## src/rtl/id_ex_ctrl_stage.sv

```systemverilog
// ID/EX control pipeline register with load-use hazard detection, EX-resolved flush
// and saturating stall/flush performance counters.
module id_ex_ctrl_stage #(
  parameter int REG_ADDR_W = 5,
  parameter int CNT_W      = 16
) (
  input  logic                  clk,
  input  logic                  rst,
  input  logic                  id_valid,
  input  logic [1:0]            id_alu_op,
  input  logic                  id_reg_dst,
  input  logic                  id_branch,
  input  logic                  id_mem_read,
  input  logic                  id_mem_2_reg,
  input  logic                  id_mem_write,
  input  logic                  id_alu_src,
  input  logic                  id_reg_write,
  input  logic                  id_jump,
  input  logic [REG_ADDR_W-1:0] id_rs1,
  input  logic [REG_ADDR_W-1:0] id_rs2,
  input  logic [REG_ADDR_W-1:0] id_rd,
  input  logic                  ex_flush,
  output logic                  ex_valid,
  output logic [1:0]            ex_alu_op,
  output logic                  ex_reg_dst,
  output logic                  ex_branch,
  output logic                  ex_mem_read,
  output logic                  ex_mem_2_reg,
  output logic                  ex_mem_write,
  output logic                  ex_alu_src,
  output logic                  ex_reg_write,
  output logic                  ex_jump,
  output logic [REG_ADDR_W-1:0] ex_rd,
  output logic [REG_ADDR_W-1:0] ex_rs1,
  output logic [REG_ADDR_W-1:0] ex_rs2,
  output logic                  stall,
  output logic [CNT_W-1:0]      stall_cnt,
  output logic [CNT_W-1:0]      flush_cnt
);

  localparam logic [CNT_W-1:0] CNT_MAX = {CNT_W{1'b1}};

  logic load_use;
  logic rd_match;
  logic insert_bubble;

  // x0 is hard-wired zero, so a load into it can never feed a dependent instruction.
  assign rd_match = (ex_rd == id_rs1) || (ex_rd == id_rs2);
  assign load_use = ex_valid && ex_mem_read && (ex_rd != '0) && id_valid && rd_match;

  // A flush squashes the waiting instruction, so there is nothing left to stall for.
  assign stall         = load_use && !ex_flush;
  assign insert_bubble = ex_flush || load_use;

  always_ff @(posedge clk) begin
    if (rst || insert_bubble) begin
      ex_valid     <= 1'b0;
      ex_alu_op    <= 2'b00;
      ex_reg_dst   <= 1'b0;
      ex_branch    <= 1'b0;
      ex_mem_read  <= 1'b0;
      ex_mem_2_reg <= 1'b0;
      ex_mem_write <= 1'b0;
      ex_alu_src   <= 1'b0;
      ex_reg_write <= 1'b0;
      ex_jump      <= 1'b0;
      ex_rd        <= '0;
      ex_rs1       <= '0;
      ex_rs2       <= '0;
    end else begin
      // Controls pass through even when id_valid=0; consumers qualify with ex_valid.
      ex_valid     <= id_valid;
      ex_alu_op    <= id_alu_op;
      ex_reg_dst   <= id_reg_dst;
      ex_branch    <= id_branch;
      ex_mem_read  <= id_mem_read;
      ex_mem_2_reg <= id_mem_2_reg;
      ex_mem_write <= id_mem_write;
      ex_alu_src   <= id_alu_src;
      ex_reg_write <= id_reg_write;
      ex_jump      <= id_jump;
      ex_rd        <= id_rd;
      ex_rs1       <= id_rs1;
      ex_rs2       <= id_rs2;
    end
  end

  always_ff @(posedge clk) begin
    if (rst) begin
      stall_cnt <= '0;
      flush_cnt <= '0;
    end else begin
      if (stall && (stall_cnt != CNT_MAX)) begin
        stall_cnt <= stall_cnt + CNT_W'(1);
      end
      if (ex_flush && (flush_cnt != CNT_MAX)) begin
        flush_cnt <= flush_cnt + CNT_W'(1);
      end
    end
  end

endmodule

```

## config.mk

```make
export PLATFORM = sky130hd
export DESIGN_NAME = id_ex_ctrl_stage
export DESIGN_NICKNAME = d
export VERILOG_FILES = /design/src/rtl/id_ex_ctrl_stage.sv
export SDC_FILE = /design/constraint.sdc
export NUM_CORES = 1
export LEC_CHECK = 0
export BUFFER_PORTS_ARGS = -buffer_cell sky130_fd_sc_hd__buf_2
export CELL_PAD_IN_SITES_DETAIL_PLACEMENT = 1
export CELL_PAD_IN_SITES_GLOBAL_PLACEMENT = 1
export CORE_MARGIN = 1
export CORE_UTILIZATION = 33
export DETAILED_ROUTE_END_ITERATION = 12
export PLACE_DENSITY_LB_ADDON = 0.1
export REMOVE_ABC_BUFFERS = 1
export SLEW_MARGIN = 20
export SYNTH_ARGS = -nofsm -noshare
export SYNTH_HDL_FRONTEND = slang
export SYNTH_SLANG_ARGS = --single-unit
```

## constraint.sdc

```tcl
create_clock -name clk -period 1.65 [get_ports clk]
set_input_delay 0.4125 -clock clk [delete_from_list [all_inputs] [get_ports clk]]
set_output_delay 0.4125 -clock clk [all_outputs]
set_load 0.02 [all_outputs]
```

==> flow_metrics.tcl <==
set metrics [dict create \
    status "finished with violations" \
    violations "negative setup slack" \
    final_nets 477 \
    fp-row-count 31 \
    cts_root_buffer "clkbuf_8" \
    grt_pass1_wl_um 13140 \
    synth_warnings 0 \
    grt_max_degree 40 \
    drt-total-wl_um 8714 \
    fin_area_um2 4269 \
    met1Wirelength_um 3762 \
    final_max_slew_viol_count 0 \
    wl_met3_um 264 \
    critPathCaptureType "output pin" \
    routedWlPerCell_um 15.84 \
    critPathMaxStageDelay_ns 0.52 \
    whs_ns 0.2689 \
    whs_endpoint "ex_mem_2_reg$_SDFF_PP0_" \
    dr_wl_met2_um 4554 \
    grt_pass1_vias 2744 \
    synth_seq_cells 58 \
    regArea_um2 1177 \
    fin_ws_ns -0.4547 \
    slew-limit-headroom_pct 68.26 \
    peakVddDrop_mv 0.3731 \
    r2r_start "ex_rd[3]$_SDFF_PP0_" \
    area_growth_pct 64.35 \
    min_path_type "in -> reg" \
    htree_levels 3 \
    crit_family "simple AND/OR/NAND/NOR gates" \
    placed_cell_area_um2 3593 \
    crit_required_ns 1.24 \
    drtIter0Drc 71 \
    firstDrtPassIters 4 \
    clockBufferDepth 2 \
    top_regs "flush_cnt (16), stall_cnt (16)" \
    setup_viol 43 \
    vias_per_cell 4.980 \
    grt_usage_pct 20.10 \
    drc_errors 0 \
    num_vias 2739 \
    dp_hpwl_um 5549 \
    hold_viol 0 \
    criticalPathCategory "reg -> out" \
    numCtsBuffers 9 \
    start_util_pct 34.88 \
    skew_ns 0.009221 \
    io_buffers 87 \
    start_kind "flip-flop" \
    period_minus_slack_ns 2.105 \
    crit_arrival_ns 1.69 \
    maxCapViolations 0 \
    die_h_um 90.72 \
    yosysUniqueCellTypes 43 \
    finalCritPeriodShare_pct 127.6 \
    crit_fanout 2 \
    multi_input_area_um2 1640 \
    cts.sinks 58 \
    clk_latency_ns 0.34 \
    place.gp.congestion 0.7358 \
    dieArea_um2 8230 \
    worstMarginPinSlew_ns 0.4750 \
    io_pins 88 \
    cp_cell_sequence "or4_4 -> o21ba_4 -> nand2b_4 -> nor2_2 -> buf_6" \
    hold-path-cell-count 2 \
    hold_buffers 0 \
    grt_overflow 0 \
    p_leak_nw 1.948 \
    drive_gt1_share_pct 53.44 \
    antenna_left 0 \
    cts_tree "done" \
    syn_avg_cell_area_um2 9.211 \
    n_antenna_cell 0 \
    core_region_area_um2 7447 \
    crit_start "ex_rd[3]$_SDFF_PP0_" \
    netlist_area_um2 2597 \
    slowest_stage "or4_4" \
    layout_common_cells "buf_2 (86), buf_4 (64), dfxtp_1 (47), nor2_1 (32), and2_1 (27)" \
    antenna_found_initial 0 \
    routed.top_layer "met4" \
    yosysSeqAreaShare_pct 44.70 \
    max_freq_mhz 475.1 \
    die_w_um 90.72 \
    hp-start "id_mem_2_reg" \
    crit_buf_inv 1 \
    rsz0062_at_grt "true" \
    timing.rr.end "stall_cnt[15]$_SDFFE_PP0P_" \
    rrSetupSlack_ns -0.35 \
    r2r_cells 9 \
    p_per_area_nw_per_um2 723.7 \
    netlist_instances 282 \
    final_common_cell "buf_2" \
    clk_pin_slew_ns 0.07 \
    n_fill_cell 890 \
]
## repair_timing
item,in CTS,in global routing
pin swaps,19,20
buffers inserted,8,4
gates resized for setup,43,40
endpoints found under the setup margin,48,55
cloned,1,3
## worst register-to-register path, cell delays in order, from the launching register on
cell     delay (ns)
dfxtp_4        0.35
buf_4          0.14
xor2_1         0.16
nor2_1         0.15
a22oi_2        0.12
buf_6          0.15
buf_8          0.13
buf_6          0.13
nor4b_4        0.26
mux2_4         0.32
## through the flow
step	power (W)	setup slack, ns	setup TNS [ns]	utilization (%)	instances
after floorplan	0.001594	-0.4450	-16.22	-	271
after global placement	0.001727	-0.2756	-9.521	48.25	520
after detailed placement	0.001734	-0.2980	-10.37	48.25	520
after CTS	0.003101	-0.4918	-15.27	54.25	545
after global routing	0.003212	-0.5133	-16.29	57.33	550
final	0.003089	-0.4547	-12.36	57.33	550
## where the power goes
part           total [W]  switching (W)  internal (W)
combinational   0.000314       0.000166      0.000148
sequential       0.00144      0.0000129       0.00143
clock            0.00133       0.000599      0.000734
## how the worst max path moves through the flow
| stage | depth (start not counted) | end | slack, ns |
|---|---|---|---|
| global placement | 7 | stall_cnt[15]$_SDFFE_PP0P_ | -0.28 |
| finish | 5 | stall | -0.45 |
| floorplan | 5 | ex_alu_op[0]$_SDFF_PP0_ | -0.45 |
| global route | 5 | stall | -0.51 |
| detailed placement | 7 | stall_cnt[15]$_SDFFE_PP0P_ | -0.30 |
| CTS | 5 | stall | -0.49 |
## final cells by class
cell class	count	share of cell area (%)
flip-flops and latches	58	27.58
clock inverters	5	1.260
repair buffers	164	26.44
multi-input cells	212	38.42
inverters	1	0.08793
well taps	99	2.902
clock buffers	11	3.312
## synth_stat cells (all sizes together)
library cell / number / area share (%)
buf: 4 / 1.3
inv: 1 / 0.14
o2111ai: 2 / 0.67
o21bai: 1 / 0.29
nor2b: 5 / 1.2
and2: 27 / 6.5
nand4: 11 / 2.6
nand2: 14 / 2.0
xor2: 19 / 6.4
and4: 6 / 2.0
a22oi: 1 / 0.48
o21ba: 1 / 0.63
a211oi: 2 / 0.58
a31oi: 2 / 0.48
and3: 4 / 0.96
nand3b: 2 / 0.72
o31a: 1 / 0.34
mux2: 5 / 2.3
ha: 2 / 0.96
nor3: 7 / 1.7
o31ai: 8 / 2.3
mux2i: 3 / 1.2
xnor2: 2 / 0.67
or3: 2 / 0.48
a21oi: 11 / 2.1
dfxtp: 58 / 45
o21ai: 7 / 1.5
or4: 11 / 3.3
clkbuf: 7 / 1.1
nor3b: 1 / 0.29
nand3: 13 / 2.5
nor2: 34 / 4.9
nand2b: 4 / 1.3
nor4b: 1 / 0.58
nor4: 3 / 0.72
## metal layers
metal,GRT usage (%),vias to the layer above
li1,-,1343
met1,24.24,1328
met2,34.85,54
met3,4.040,14
met4,7.796,0
met5,0,-
## cell families after synthesis
family                   synth area share (%)
AO/OA/AOI/OAI                           9.393
multiplexers                            3.468
XOR/XNOR                                7.081
flip-flops                              44.70
adder cells (fa/ha/maj)                0.9632
buffers and inverters                   2.505
AND/OR/NAND/NOR                         31.89
Power figures use the tool's default switching activity.
